**src/rtl/xadc_drp_sequencer.sv**
```systemverilog
// rtl/xadc_drp_sequencer.sv - XADC DRP sweep-on-EOC reader with arbitrated config writes
module xadc_drp_sequencer #(
  parameter int                  NUM_CH   = 2,
  parameter logic [7*NUM_CH-1:0] CH_ADDRS = {7'h10, 7'h03},
  parameter int                  TIMEOUT  = 63
) (
  input  logic        clk,
  input  logic        reset,
  input  logic        eoc_in,
  output logic        den_out,
  output logic        dwe_out,
  output logic [6:0]  daddr_out,
  output logic [15:0] di_out,
  input  logic [15:0] do_in,
  input  logic        drdy_in,
  input  logic        cfg_req,
  input  logic [6:0]  cfg_addr,
  input  logic [15:0] cfg_data,
  output logic        cfg_ack,
  output logic        sample_valid,
  output logic [2:0]  sample_ch,
  output logic [15:0] sample_value,
  output logic        overrun,
  output logic        timeout_err
);

  localparam int         CW       = $clog2(TIMEOUT + 1);
  localparam logic [2:0] LAST_IDX = 3'(NUM_CH - 1);

  typedef enum logic [2:0] {IDLE, RD_ISSUE, RD_WAIT, WR_ISSUE, WR_WAIT} state_t;

  state_t          state, state_nxt;
  logic            pending;
  logic [2:0]      idx;
  logic [CW-1:0]   tcnt;
  logic            wait_expired;
  logic            pending_clr;
  logic [6:0]      ch_addr;

  assign wait_expired = (tcnt == CW'(TIMEOUT - 1));
  assign pending_clr  = (state == IDLE) && pending;

  always_comb begin
    ch_addr = '0;
    for (int i = 0; i < NUM_CH; i++) begin
      if (idx == 3'(i)) ch_addr = CH_ADDRS[7*i +: 7];
    end
  end

  always_comb begin
    state_nxt = state;
    den_out   = 1'b0;
    dwe_out   = 1'b0;
    daddr_out = '0;
    di_out    = '0;
    case (state)
      IDLE: begin
        // An EOC arriving this cycle also blocks a write start, so a sweep always wins the tie.
        if (pending)                  state_nxt = RD_ISSUE;
        else if (cfg_req && !eoc_in)  state_nxt = WR_ISSUE;
      end
      RD_ISSUE: begin
        den_out   = 1'b1;
        daddr_out = ch_addr;
        state_nxt = RD_WAIT;
      end
      RD_WAIT: begin
        if (drdy_in)           state_nxt = (idx < LAST_IDX) ? RD_ISSUE : IDLE;
        else if (wait_expired) state_nxt = IDLE;
      end
      WR_ISSUE: begin
        den_out   = 1'b1;
        dwe_out   = 1'b1;
        daddr_out = cfg_addr;
        di_out    = cfg_data;
        state_nxt = WR_WAIT;
      end
      WR_WAIT: begin
        if (drdy_in || wait_expired) state_nxt = IDLE;
      end
      default: state_nxt = IDLE;
    endcase
  end

  always_ff @(posedge clk) begin
    if (reset) begin
      state        <= IDLE;
      pending      <= 1'b0;
      idx          <= '0;
      tcnt         <= '0;
      cfg_ack      <= 1'b0;
      sample_valid <= 1'b0;
      sample_ch    <= '0;
      sample_value <= '0;
      overrun      <= 1'b0;
      timeout_err  <= 1'b0;
    end else begin
      state        <= state_nxt;
      cfg_ack      <= 1'b0;
      sample_valid <= 1'b0;
      overrun      <= 1'b0;
      timeout_err  <= 1'b0;

      // A new EOC landing on the cycle the flag is consumed re-arms it without an overrun.
      if (eoc_in) begin
        if (pending && !pending_clr) overrun <= 1'b1;
        pending <= 1'b1;
      end else if (pending_clr) begin
        pending <= 1'b0;
      end

      case (state)
        IDLE: if (pending) idx <= '0;
        RD_ISSUE, WR_ISSUE: tcnt <= '0;
        RD_WAIT: begin
          if (drdy_in) begin
            sample_valid <= 1'b1;
            sample_ch    <= idx;
            sample_value <= do_in;
            if (idx < LAST_IDX) idx <= idx + 3'd1;
          end else if (wait_expired) begin
            timeout_err <= 1'b1;
          end else begin
            tcnt <= tcnt + CW'(1);
          end
        end
        WR_WAIT: begin
          if (drdy_in)           cfg_ack     <= 1'b1;
          else if (wait_expired) timeout_err <= 1'b1;
          else                   tcnt        <= tcnt + CW'(1);
        end
        default: ;
      endcase
    end
  end

endmodule
```
**config.mk**
```make
export PLATFORM = sky130hd
export DESIGN_NAME = xadc_drp_sequencer
export DESIGN_NICKNAME = d
export VERILOG_FILES = /design/src/rtl/xadc_drp_sequencer.sv
export SDC_FILE = /design/constraint.sdc
export NUM_CORES = 1
export LEC_CHECK = 0
export CORE_ASPECT_RATIO = 1.2
export CORE_MARGIN = 2
export CORE_UTILIZATION = 39
export CTS_BUF_LIST = sky130_fd_sc_hd__clkbuf_16
export CTS_CLUSTER_SIZE = 28
export DETAILED_ROUTE_END_ITERATION = 16
export HOLD_SLACK_MARGIN = 0.15
export PLACE_DENSITY_LB_ADDON = 0.2
export SLEW_MARGIN = 20
export SYNTH_ARGS = -nofsm -noshare
export SYNTH_HDL_FRONTEND = slang
export SYNTH_SLANG_ARGS = --single-unit
export TNS_END_PERCENT = 1
```
**constraint.sdc**
```tcl
create_clock -name clk -period 2.2 [get_ports clk]
set_clock_uncertainty 0.05 [all_clocks]
set_input_delay 0.44 -clock clk [delete_from_list [all_inputs] [get_ports clk]]
set_output_delay 0.44 -clock clk [all_outputs]
set_load 0.02 [all_outputs]
```
==> impl_results.md <==
* Diodes inserted at 0
* Post-CTS setup buffers at 0
* Number of distinct library cell variants in the gate-level netlist after synthesis at 36
* Setup repair after global routing missed its margin: no
* Tot GR Track Use at 19.4%
* Net count of the mapped netlist at 267
* Number of global-route vias before repair at 1,784
* TritonCTS Sinks at 36
* Fraction of layout instances using a drive strength above 1 at under 10%
* Top achievable clock speed at 475 MHz
* Layout-stage area growth over the synthesis result at 69.2%
* Relative slew slack at between 70% and 80%
* Maximum buffer depth of the clock tree at 2
* Area leader, netlist: sky130_fd_sc_hd__dfxtp_1
* Filler cell count in the final layout at 365
* WHS Endpoint: sample_value[2]
* Die height at roughly 76 µm
* P_leak at 1.27 nW
* Measured slew at the worst slew-check pin at 374 ps
* Endpoint kind of the worst setup timing path: output port
* Root cell of the clock tree: sky130_fd_sc_hd__clkbuf_16
* Worst path max stage delay at approximately 600 ps
* Floorplan core area at 4230 µm²
* Gr ovfl total at 0
* Arrival @ worst endpoint at between 1500 and 2000 ps
* Cells after Synth at 218
* Share of the synthesized area in the top cell type at 42.6%
* Detailed placer's ending HPWL at 3340 µm
* Clk Latency, worst-skew pair at 270 ps
* Wire length of the first global-routing pass at 7630 µm
* Number of CTS-inserted buffers at 5
* Cell at the slowest stage of the critical path: sky130_fd_sc_hd__clkdlybuf4s50_1
* Accumulated negative setup slack at 0 ps
* Row Count at 26
* Synth Warn # at 0
* Slack of the worst reg-to-reg path at 530 ps
* Number of vias per cell after detailed routing at 4.97
* Critical-path maximum fanout at 21
* P per Cell Area at 623 nW/µm²
* Share of synthesized registers carrying an async set or reset at 0%
* Full die area at 4880 µm²
* Total standard cell area after synthesis at 1690 µm²
* Setup crit start kind: flop
* Die outline width at 64.1 µm
* Residual antenna-violating net count after detailed routing at 0
* Average cell area after synthesis at slightly below 8 µm²
* Count of cells along the worst register-to-register path at 5
* Final count of hold timing violations at 0
* Cells along the critical path: nand2b_1 -> inv_1 -> buf_12 -> clkdlybuf4s50_1
* Class of the tightest hold or removal check: flop to flop
* Number of max-slew violations in the final report at 0
* Overall power of the completed layout at 0.00178 W
* Detailed-route via count at ~1,800
* Number of storage elements in the synthesis netlist at 36
* Area post-placement at 2750 µm²
* Top FF cell, synth: sky130_fd_sc_hd__dfxtp_1
* WL final at between 4000 and 5000 µm
* Worst path buffer plus inverter count at 3
* Minimum clock period at 2110 ps
* Startpoint-to-endpoint class of the critical path: flop to output port
* Post-Route Utilization at 67.6%
* Number of buffers inserted for hold repair after clock tree synthesis at 0
* Final count of negative-setup-slack endpoints at 0
* Number of flops mapped to enable cells by yosys at 0
* Beginning of the worst hold path: sample_value[2]
* Iteration count of the initial detailed-routing pass at 4
* Total I/O pin count at 92
* # DRC at 0
* Endpoint required time on the critical path at 1710 ps
* RR Startpoint: state[1]
* CTS tree: yes
* Starting density of the core at 40.0%
* Number of instances resized during post-cts repair at 24
* Number of DRC markers after the initial detailed-route iteration at 35
* CP delay by family, top: buffers and inverters
* Nets at 365
* Weighted congestion reported at the end of routability-driven placement at 0.909
* Largest net degree at the start of global routing at 22
* Outcome: finished, final reports clean
* Design area at 2860 µm²
* Register area share after synthesis at 42.6%
* Peak supply drop at 0.000329 V
* Cell count along the critical path at 4
* Register clock-pin slew on the reported worst setup and hold paths at approximately 50 ps
* Top cells by area in the synthesized netlist: sky130_fd_sc_hd__dfxtp_1 (43%), sky130_fd_sc_hd__nand2_1 (10%), sky130_fd_sc_hd__and3_1 (8.5%), sky130_fd_sc_hd__a21oi_1 (7.7%), sky130_fd_sc_hd__ha_1 (3.7%)
* Critical R2R Capture: tcnt[0]
* Tcrit/Tclk final at 95.8%
* Initial antenna violation count at 0
* Buffers added on ports at 91
* Hold depth at 2
* Deepest level of the CTS H-tree at 2
* Max-cap check violation count at 0
* Routed wire length per instance at around 12 µm
-- cells in the mapped netlist, drive strengths merged (2+ instances only) --
| master | instances |
|---|---|
| a21oi | 26 |
| and3 | 23 |
| buf | 5 |
| clkbuf | 11 |
| dfxtp | 36 |
| ha | 5 |
| inv | 7 |
| mux2 | 2 |
| nand2 | 45 |
| nand2b | 3 |
| nand3 | 8 |
| nor2 | 12 |
| nor2b | 3 |
| nor3 | 7 |
| nor3b | 2 |
| o21ai | 3 |
| o31ai | 2 |
| or3 | 2 |
-- flip-flops by register name, summed over array words and instances, names as in the netlist --
register      count
sample_ch         3
overrun           1
timeout_err       1
sample_value     16
idx               3
pending           1
sample_valid      1
cfg_ack           1
state             3
tcnt              6
-- final cells by class --
class / instances / area, µm² / area share, %
clock buffer: 5 / 125 / 4.37
clock inverter: 2 / 8.76 / 0.306
inverter: 7 / 26.3 / 0.919
multi-input combinational: 159 / 878 / 30.7
sequential: 36 / 722 / 25.2
tap: 56 / 70.1 / 2.45
timing repair buffer: 107 / 1030 / 36.0
-- where the power goes --
group	internal (W)	leakage (nW)	total (W)	switching, W
Sequential	0.000682	0.292	0.000702	0.0000209
Clock	0.000406	0.0709	0.000642	0.000236
Combinational	0.000222	0.907	0.000437	0.000215
-- metal layers --
layer  vias up  routed length, µm  global-route usage, %
li1        939                  -                      -
met1       818               1890                   22.1
met2        84               2070                   33.3
met3         7                412                   6.94
met4         0                 70                   6.38
met5         -                  0                      0
-- worst max path at each step --
stage	slack [ps]	to	startpoint
after floorplan	210	di_out[10]	state[0]
after global placement	-60	daddr_out[0]	cfg_addr[0]
after detailed placement	-40	daddr_out[1]	cfg_addr[1]
after CTS	50	dwe_out	state[2]
after global routing	30	den_out	state[2]
final	90	den_out	state[2]
-- worst reg2reg max path, delay by kind of cell (launching register included) --
kind / cells / cell delay (ps)
compound gates: 1 / 80
simple gates: 2 / 770
xor+xnor: 1 / 160
flops: 1 / 360
buf+inv: 1 / 160
-- layout by cell type (no fill, tap or decap), drive strengths merged, types with 5 or more instances in the layout --
cell / count
and3: 23
dfxtp: 36
ha: 5
nor2: 12
nand3: 8
clkdlybuf4s50: 67
nand2: 45
nor3: 7
a21oi: 26
dlygate4sd2: 23
inv: 8
buf: 16
clkbuf: 5
-- cells by family (layout without fill, tap and decap cells) --
logic type	Yosys count	in the layout	share of synthesized area, %
AO/OA/AOI/OAI	39	39	13.3
AND/OR/NAND/NOR	111	111	32.5
buffers and inverters	23	121	5.40
XOR/XNOR	1	1	0.518
flip-flops	36	36	42.6
adder cells (fa/ha/maj)	5	5	3.70
multiplexers	3	3	1.92
-- stage by stage --
stage / worst slack, ps / instances / hold slack, ps
floorplan: 212 / 218 / 408
global placement: -62.5 / 365 / 392
detailed placement: -43.5 / 365 / 399
CTS: 47.7 / 372 / 406
global route: 28.1 / 372 / 428
finish: 92.5 / 372 / 403
Power figures use the tool's default switching activity.
==> RTL change (same flow settings) <==
Set the parameter `NUM_CH` to 4 (it was 2).
--- a/src/rtl/xadc_drp_sequencer.sv
+++ b/src/rtl/xadc_drp_sequencer.sv
@@ -1,6 +1,6 @@
 // rtl/xadc_drp_sequencer.sv - XADC DRP sweep-on-EOC reader with arbitrated config writes
 module xadc_drp_sequencer #(
-  parameter int                  NUM_CH   = 2,
+  parameter int                  NUM_CH   = 4,
   parameter logic [7*NUM_CH-1:0] CH_ADDRS = {7'h10, 7'h03},
   parameter int                  TIMEOUT  = 63
 ) (
Formal check against the unedited RTL: not equivalent (a bounded check fails within 10 cycles, from zero or initial values and one cycle with reset high).
==> RTL change against the unedited design <==
  * Global-route usage increased by 0.066 points
  * Power increased by 28%
  * Register-to-register slack got worse by 0.07 ns
  * Sequential cell count unchanged
  * Count of clock-buffer cells in the layout unchanged
  * Clock power increased by 2%
  * Utilization increased by 1.8 points
  * Wire length increased by 4.1%
  * Combinational power increased by 97%
  * Worst setup slack got worse by 0.034 ns
  * Non-clock buffer count increased by 4
  * Largest power group is now combinational cells
  * Design area increased by 4.3%
  * Area after synthesis increased by 4.2%
==> RTL change: results (changes against the unedited design) <==
Clock root buffer = clkbuf_16
CTS buffer count = 5 (unchanged)
Outcome = completed
DRT antenna net count = 0 (unchanged)
Antenna violations before repair = 0 (unchanged)
Post-CTS setup buffers = 0 (unchanged)
Max transition margin = 60.1% (-14 points)
Vias in the first global route = 1819 (+2.0%)
Synthesis Warnings = 0 (unchanged)
Placed cell areas = 0.00283 mm^2 (+2.8%)
Detailed Place HPWL = 3440 um (+3.1%)
Number of fill cells = 346 (-5.2%)
Longest Clk Path Bufs = 2 (unchanged)
Syn Nets = 267 (unchanged)
Synth Area in XOR/XNOR = 0.923% (+0.41 points)
# port buffers = 91 (unchanged)
Post-Synth Adder-Cell Area = 4.97% (+1.3 points)
CP Max Fanout = 5 (-76%)
Worst Hold Class = flop to flop
Vias post-DR = 1896 (+2.6%)
Synth Area in Compound Gates = 17.6% (+4.3 points)
Regs by FF count = sample_value (16), tcnt (6)
Drt total wl = 4620 um (+4.1%)
Tot GR Track Use = 19.5% (+0.066 points)
Hold Vio Cnt, Final = 0 (unchanged)
Largest net degree at the start of global routing = 22 (unchanged)
Synth cell count leaders = 45 x nand2_1, 36 x dfxtp_1, 26 x a21oi_1
Final RePlAce weighted congestion = 0.770 (-15%)
Nets@finish = 369 (+1.1%)
Synth area leaders = dfxtp_1 41%, nand2_1 9.6%, a21oi_1 7.4%
Cell variety after synth = 38 (+5.6%)
Post-synthesis sequential area ratio = 40.9% (-1.7 points)
Drt pass-1 iters = 4 (unchanged)
Multiplexer share of the synthesized area = 0% (-1.9 points)
Initial drt markers = 89 (+150%)
Dpl ws = -0.291 ns (-0.248 ns)
Worst-path clk slew = 0.05 ns (about the same)
Layout cells sized above 1 = 14.1% (+5.6 points)
Maximum VDD drop = 330 uV (+0.45%)
Static leakage = 1.28 nW (+0.81%)
Ys async rst share = 0% (unchanged)
ANT cells = 0 (unchanged)
H-tree depth = 2 (unchanged)
First-pass GRT wire length = 7850 um (+2.8%)
Clk_lat worst skew = 0.28 ns
[RTL change: cell types whose count changed in the layout (fill, tap and decap cells not counted), sizes merged, moves of 3 or more]
cell	unedited run	this run
a21o	0	3
nor3	7	2
nand3	8	12
buf	16	22
and3	23	20
or2	0	3
nor2	12	7
a31oi	1	4
[RTL change: repair_timing]
action,4_1_cts,5_1_grt
endpoints found under the setup margin,25,13
resized for setup,39,9
hold endpoints to repair,0,0
pin swaps,2,3
hold buffers,0,0
[RTL change: path summary, 6_finish.rpt]
kind	start	to	slack, ns	cells after the start
setup / recovery	idx[0]	daddr_out[0]	0.06	6
hold / removal	sample_value[11]	sample_value[11]	0.40	2
setup reg to reg	state[2]	tcnt[5]	0.46	5
hold reg to reg	sample_value[11]	sample_value[11]	0.40	2
[RTL change: power breakdown]
part	leakage (nW)	internal (mW)	switching (mW)	total, mW
clock network	0.0738	0.407	0.248	0.655
logic	0.913	0.414	0.447	0.860
registers	0.293	0.711	0.0498	0.761
[RTL change: routing by layer]
metal / GRT usage [%] / share of wire, % / wire length [um]
met3: 5.94 / 9.8 / 451
met2: 34.0 / 48 / 2200
met1: 21.7 / 41 / 1900
met4: 7.92 / 1.5 / 70
met5: 0 / 0 / 0
[RTL change: logic make-up after synthesis]
kind of cell,after synthesis
AND/OR/NAND/NOR,105
AO/OA/AOI/OAI,44
flip-flops,36
buffers and inverters,23
adder cells (fa/ha/maj),7
XOR/XNOR,1
[RTL change: metrics by stage]
step	hold slack (ns)	instances	setup TNS, ns	power (mW)	util (%)
after global placement	0.391	367	-0.673	1.63	65.9
after global routing	0.417	375	-0.0661	2.41	69.5
final	0.400	375	0	2.28	69.5
after detailed placement	0.397	367	-0.718	1.64	65.9
after CTS	0.404	375	-0.192	2.27	68.8
after floorplan	0.408	216	0	1.26	-
[RTL change: critical path, cell delays in order, from the launching register on]
cell and delay (ns):
dfxtp_4 0.36, ha_4 0.16, ha_4 0.16, nor4b_4 0.22, and4b_1 0.26, a21o_1 0.11, buf_6 0.11
[RTL change: final cells by class]
| class | instances | area share (%) |
|---|---|---|
| Tap cell | 56 | 2.35 |
| Clock inverter | 3 | 0.378 |
| Multi-Input combinational cell | 157 | 33.3 |
| Clock buffer | 5 | 4.19 |
| Sequential cell | 36 | 24.4 |
| Inverter | 7 | 0.881 |
| Timing Repair Buffer | 111 | 34.6 |
